`src/rtl/object_motion_pkg.sv`:
```
// Shared game constants and the object FSM state encoding.
package object_motion_pkg;

    // Visible window size in pixels
    localparam int SCREEN_W = 640;
    localparam int SCREEN_H = 480;

    // Default physics: gravity adds to vy once per frame, vy saturates at VY_MAX
    localparam int DEFAULT_GRAVITY = 1;
    localparam int DEFAULT_VY_MAX  = 15;

    // Objects start on the bottom row of the window
    localparam int DEFAULT_LAUNCH_Y = SCREEN_H - 1;

    typedef enum logic {
        IDLE = 1'b0,
        FLY  = 1'b1
    } state_t;

endpackage

```
`src/rtl/object_motion_integrator.sv`:
```
// Velocity/position integrator: loads launch values, steps one frame on request,
// wraps positions to their register width and saturates vy at +VY_MAX.
module motion_integrator
    import object_motion_pkg::*;
#(
    parameter int GRAVITY  = DEFAULT_GRAVITY,
    parameter int VY_MAX   = DEFAULT_VY_MAX,
    parameter int LAUNCH_Y = DEFAULT_LAUNCH_Y
) (
    input  logic              clk,
    input  logic              rst,
    input  logic              load,
    input  logic              step,
    input  logic [9:0]        load_x,
    input  logic signed [5:0] load_vx,
    input  logic signed [6:0] load_vy,
    output logic [9:0]        posx,
    output logic [8:0]        posy,
    output logic signed [6:0] vy
);

    localparam logic signed [8:0] GRAVITY_S = 9'(GRAVITY);
    localparam logic signed [8:0] VY_MAX_S  = 9'(VY_MAX);

    logic [9:0]        posx_reg, posx_next;
    logic [8:0]        posy_reg, posy_next;
    logic signed [5:0] vx_reg;
    logic signed [6:0] vy_reg, vy_next;
    logic signed [8:0] vy_sum;

    // Next-frame values: sign-extended velocity added with natural wrap,
    // gravity added in a wider width so the saturation compare cannot overflow
    always_comb begin
        posx_next = posx_reg + {{4{vx_reg[5]}}, vx_reg};
        posy_next = posy_reg + {{2{vy_reg[6]}}, vy_reg};
        vy_sum    = $signed({{2{vy_reg[6]}}, vy_reg}) + GRAVITY_S;
        vy_next   = (vy_sum > VY_MAX_S) ? VY_MAX_S[6:0] : vy_sum[6:0];
    end

    // Motion state: reset clears, load starts a flight, step advances one frame
    always_ff @(posedge clk) begin
        if (rst) begin
            posx_reg <= '0;
            posy_reg <= '0;
            vx_reg   <= '0;
            vy_reg   <= '0;
        end else if (load) begin
            posx_reg <= load_x;
            posy_reg <= 9'(LAUNCH_Y);
            vx_reg   <= load_vx;
            vy_reg   <= load_vy;
        end else if (step) begin
            posx_reg <= posx_next;
            posy_reg <= posy_next;
            vy_reg   <= vy_next;
        end
    end

    assign posx = posx_reg;
    assign posy = posy_reg;
    assign vy   = vy_reg;

endmodule

```
`src/rtl/object_motion.sv`:
```
// Flying-object controller: IDLE/FLY state machine, frame counter and the
// exit pulses (missed, timeout); motion itself lives in motion_integrator.
module object_motion
    import object_motion_pkg::*;
#(
    parameter int GRAVITY    = DEFAULT_GRAVITY,
    parameter int VY_MAX     = DEFAULT_VY_MAX,
    parameter int LAUNCH_Y   = DEFAULT_LAUNCH_Y,
    parameter int MAX_FRAMES = 255
) (
    input  logic              clk,
    input  logic              rst,
    input  logic              frame_tick,
    input  logic              launch,
    input  logic [9:0]        launch_x,
    input  logic signed [5:0] launch_vx,
    input  logic signed [6:0] launch_vy,
    input  logic              sliced,
    input  logic              out_of_bound,
    output logic [9:0]        posx,
    output logic [8:0]        posy,
    output logic              active,
    output logic              missed,
    output logic              timeout
);

    localparam int CNT_W = (MAX_FRAMES < 2) ? 1 : $clog2(MAX_FRAMES + 1);
    // Timeout fires on the tick that brings the count up to MAX_FRAMES
    localparam logic [CNT_W-1:0] CNT_LAST = CNT_W'(MAX_FRAMES - 1);

    state_t            state_reg;
    logic [CNT_W-1:0]  frame_cnt_reg;
    logic              active_reg, missed_reg, timeout_reg;
    logic signed [6:0] vy;
    logic              load, step, oob_honoured, cnt_expire;

    // Control decode; a slice suppresses the frame update, and the bound flag
    // only counts once the object is falling (it starts below the window)
    always_comb begin
        load         = (state_reg == IDLE) && launch;
        step         = (state_reg == FLY) && frame_tick && !sliced;
        oob_honoured = (state_reg == FLY) && out_of_bound && !vy[6];
        cnt_expire   = step && (frame_cnt_reg == CNT_LAST);
    end

    motion_integrator #(
        .GRAVITY  (GRAVITY),
        .VY_MAX   (VY_MAX),
        .LAUNCH_Y (LAUNCH_Y)
    ) u_integrator (
        .clk     (clk),
        .rst     (rst),
        .load    (load),
        .step    (step),
        .load_x  (launch_x),
        .load_vx (launch_vx),
        .load_vy (launch_vy),
        .posx    (posx),
        .posy    (posy),
        .vy      (vy)
    );

    // Flight FSM with registered outputs; exit priority is slice, miss, timeout
    always_ff @(posedge clk) begin
        if (rst) begin
            state_reg     <= IDLE;
            frame_cnt_reg <= '0;
            active_reg    <= 1'b0;
            missed_reg    <= 1'b0;
            timeout_reg   <= 1'b0;
        end else begin
            missed_reg  <= 1'b0;
            timeout_reg <= 1'b0;
            case (state_reg)
                IDLE: begin
                    if (launch) begin
                        state_reg     <= FLY;
                        frame_cnt_reg <= '0;
                        active_reg    <= 1'b1;
                    end
                end
                FLY: begin
                    if (step) begin
                        frame_cnt_reg <= frame_cnt_reg + CNT_W'(1);
                    end
                    if (sliced) begin
                        state_reg  <= IDLE;
                        active_reg <= 1'b0;
                    end else if (oob_honoured) begin
                        state_reg  <= IDLE;
                        active_reg <= 1'b0;
                        missed_reg <= 1'b1;
                    end else if (cnt_expire) begin
                        state_reg   <= IDLE;
                        active_reg  <= 1'b0;
                        timeout_reg <= 1'b1;
                    end
                end
                default: begin
                    state_reg  <= IDLE;
                    active_reg <= 1'b0;
                end
            endcase
        end
    end

    assign active  = active_reg;
    assign missed  = missed_reg;
    assign timeout = timeout_reg;

endmodule

```
`config.mk`:
```
export PLATFORM = sky130hd
export DESIGN_NAME = object_motion
export DESIGN_NICKNAME = d
export VERILOG_FILES = /design/src/rtl/object_motion_pkg.sv /design/src/rtl/object_motion_integrator.sv /design/src/rtl/object_motion.sv
export SDC_FILE = /design/constraint.sdc
export NUM_CORES = 1
export LEC_CHECK = 0
export CAP_MARGIN = 40
export CORE_MARGIN = 3
export CORE_UTILIZATION = 53
export DETAILED_ROUTE_END_ITERATION = 10
export PLACE_DENSITY = 0.92
export RECOVER_POWER = 100
export REMOVE_ABC_BUFFERS = 1
export SYNTH_ARGS = -nofsm -noshare
export SYNTH_HDL_FRONTEND = slang
export SYNTH_SLANG_ARGS = --single-unit
```
`constraint.sdc`:
```
create_clock -name clk -period 2.09 [get_ports clk]
set_input_delay 0.3135 -clock clk [delete_from_list [all_inputs] [get_ports clk]]
set_output_delay 0.3135 -clock clk [all_outputs]
set_load 0.03 [all_outputs]
```
==> impl_metrics.json <==
{
  "slew_viol_final": 0,
  "n_antenna_cell": 0,
  "vias": 2844,
  "yosysWarnings": 0,
  "synth_area_sq_um": 2770,
  "synth_compound_area_frac": 0.242,
  "synthMuxAreaShare": 0,
  "placed_cell_area_sq_um": 3420,
  "power_density_nw_per_um2": 626,
  "synth_flop_cell": "dfxtp_1",
  "dr.pass1.iters": 5,
  "cp-start-kind": "flip-flop",
  "root_buffer": "clkbuf_8",
  "fp.dieW_um": 78.2,
  "synth_enable_flop_cells": 0,
  "ant_nets": 0,
  "ir_worst_vdd_mv": 0.374,
  "antenna_found_initial": 0,
  "largest_reg_flops": 10,
  "syn2layout_area_growth_pct": 28.6,
  "most-common-layout-cells": "42 x dfxtp_1, 42 x clkdlybuf4s50_1, 37 x nor2_1",
  "fin_nets": 455,
  "synthAdderAreaFrac": 0.109,
  "clock_sinks": 44,
  "timing.slew.headroom": 0.480,
  "crit_required_ns": 2.30,
  "finalSetupViolCount": 0,
  "core_area_sq_um": 4880,
  "hold_viol": 0,
  "wirelength_mm": 7.24,
  "crit_arrival_ns": 2.23,
  "synth-simple-area-share": 0.252,
  "cts_buffers": 5,
  "viasPerCell": 6.04,
  "cts_tree": "built",
  "synthCells": 346,
  "period_needed_ns": 2.03,
  "grt_max_degree": 25,
  "synth_xor_area_frac": 0.0380,
  "drtIter0Drc": 181,
  "place.gp.congestion": 0.926,
  "fin_ws_ns": 0.0635,
  "crit_fanout": 3,
  "async_flop_share": 0,
  "clk_pin_slew_worst_paths_ns": 0.09,
  "synth_cell_types": 56,
  "io_pins": 51,
  "dp_slack_ns": -0.0309,
  "dieArea_sq_um": 6120,
  "rsz0062_at_grt": "true",
  "maxCapViolations": 0,
  "min_path_type": "reg -> reg",
  "clk_path_buf_depth": 2,
  "fin_area_sq_um": 3560,
  "wl_per_cell_um": 15.4,
  "die_y_um": 78.2,
  "clock_latency_ns": 0.31,
  "grt_pass1_vias": 2685,
  "overflow": 0,
  "ctsHoldBuffers": 0,
  "tightest_slew_ns": 0.780,
  "rows": 25,
  "max_freq_ghz": 0.493,
  "synth-seq-area-share": 0.318,
  "port_buffers": 50,
  "post-dp-hpwl_mm": 5.25,
  "tns_ns": 0,
  "fin_crit_sh": 0.970,
  "drive_above_1_share": 0.0941,
  "grt_pass1_wl_mm": 11.9,
  "drc": 0,
  "ys_seq_elements": 44,
  "initial_core_util": 0.567,
  "track_usage": 0.238,
  "p_leak_nw": 1.38,
  "fin_skew_ns": 0.00407,
  "synth_top_family_by_area": "simple AND/OR/NAND/NOR gates",
  "status": "finished, final reports clean",
  "crit_type": "reg -> reg",
  "cts_max_level": 2,
  "syn_avg_cell_area_sq_um": 8.00,
  "critPathCaptureType": "flip-flop"
}
==> cell usage after synthesis (5+ instances only) <==
cell type  instances  area share
dfxtp_1           44        0.32
ha_1              21       0.095
a21oi_1           28       0.051
o21bai_1           6       0.016
a211oi_1           6       0.016
o21ai_0           23       0.042
nand3_1            6       0.011
nand2_1           36       0.049
a22oi_1            5       0.014
inv_1              9       0.012
nor3_1            17       0.031
nor2_1            37       0.050
clkbuf_1           9       0.012
nand4_1            7       0.016
nand2b_1           6       0.014
xor2_1            12       0.038
==> layer usage <==
| metal | up-vias | routed length (um) | GRT usage |
|---|---|---|---|
| met5 | - | 0 | 0 |
| met4 | 0 | 134 | 0.0927 |
| met3 | 16 | 402 | 0.0447 |
| met2 | 98 | 3610 | 0.423 |
| met1 | 1341 | 3100 | 0.282 |
| li1 | 1389 | - | - |
==> metrics by stage <==
step | utilization | hold WS, ns | cells | power, W
final | 0.729 | 0.468 | 471 | 0.00223
after global routing | 0.729 | 0.489 | 471 | 0.00233
after CTS | 0.728 | 0.468 | 471 | 0.00223
after detailed placement | 0.702 | 0.456 | 463 | 0.00151
after global placement | 0.702 | 0.448 | 463 | 0.00149
after floorplan | - | 0.382 | 328 | 0.00128
==> critical path: stages, from the launching register on <==
cell and delay [ns]:
dfxtp_1 0.33, ha_1 0.25, fa_1 0.44, a21oi_2 0.20
o21ai_0 0.16, o21ai_1 0.20, nor4_1 0.06, a211o_1 0.29
==> logic make-up after synthesis <==
family,Yosys count
buffers and inverters,27
DFF,44
and+or+nand+nor,138
xor gates and xnor gates,12
adders and majority gates,23
AOI/OAI and AO/OA,102
==> area by class of cell <==
| type | count | area (sq um) |
|---|---|---|
| multi-input combinational | 275 | 1800 |
| fill | 410 | 1320 |
| sequential | 44 | 886 |
| timing repair buffer | 68 | 629 |
| clock buffer | 7 | 96.3 |
| tap | 67 | 83.8 |
| inverter | 9 | 33.8 |
| clock inverter | 1 | 30.0 |
==> what timing repair did <==
action                     4_1_cts  5_1_grt
resized for setup                1       10
setup endpoints to repair        2        5
setup buffers                    0        0
pin swaps                        0        2
hold endpoints to repair         0        0
==> power breakdown <==
group          internal, W  total (W)  switching [W]
sequential        0.000890   0.000949      0.0000590
combinational     0.000250   0.000551       0.000301
clock             0.000422   0.000730       0.000308
total              0.00156    0.00223       0.000668
==> final timing paths <==
kind	startpoint	to	slack, ns	cells after the start
worst min register to register	u_integrator.vx_reg[3]$_SDFFE_PP0P_	u_integrator.vx_reg[3]$_SDFFE_PP0P_	0.47	2
worst max register to register	u_integrator.posx[0]$_SDFFE_PP0P_	u_integrator.posx[6]$_SDFFE_PP0P_	0.06	7
worst min-delay path	u_integrator.vx_reg[3]$_SDFFE_PP0P_	u_integrator.vx_reg[3]$_SDFFE_PP0P_	0.47	2
worst max-delay path	u_integrator.posx[0]$_SDFFE_PP0P_	u_integrator.posx[6]$_SDFFE_PP0P_	0.06	7
Note: power is estimated with default switching activity, not from simulation.
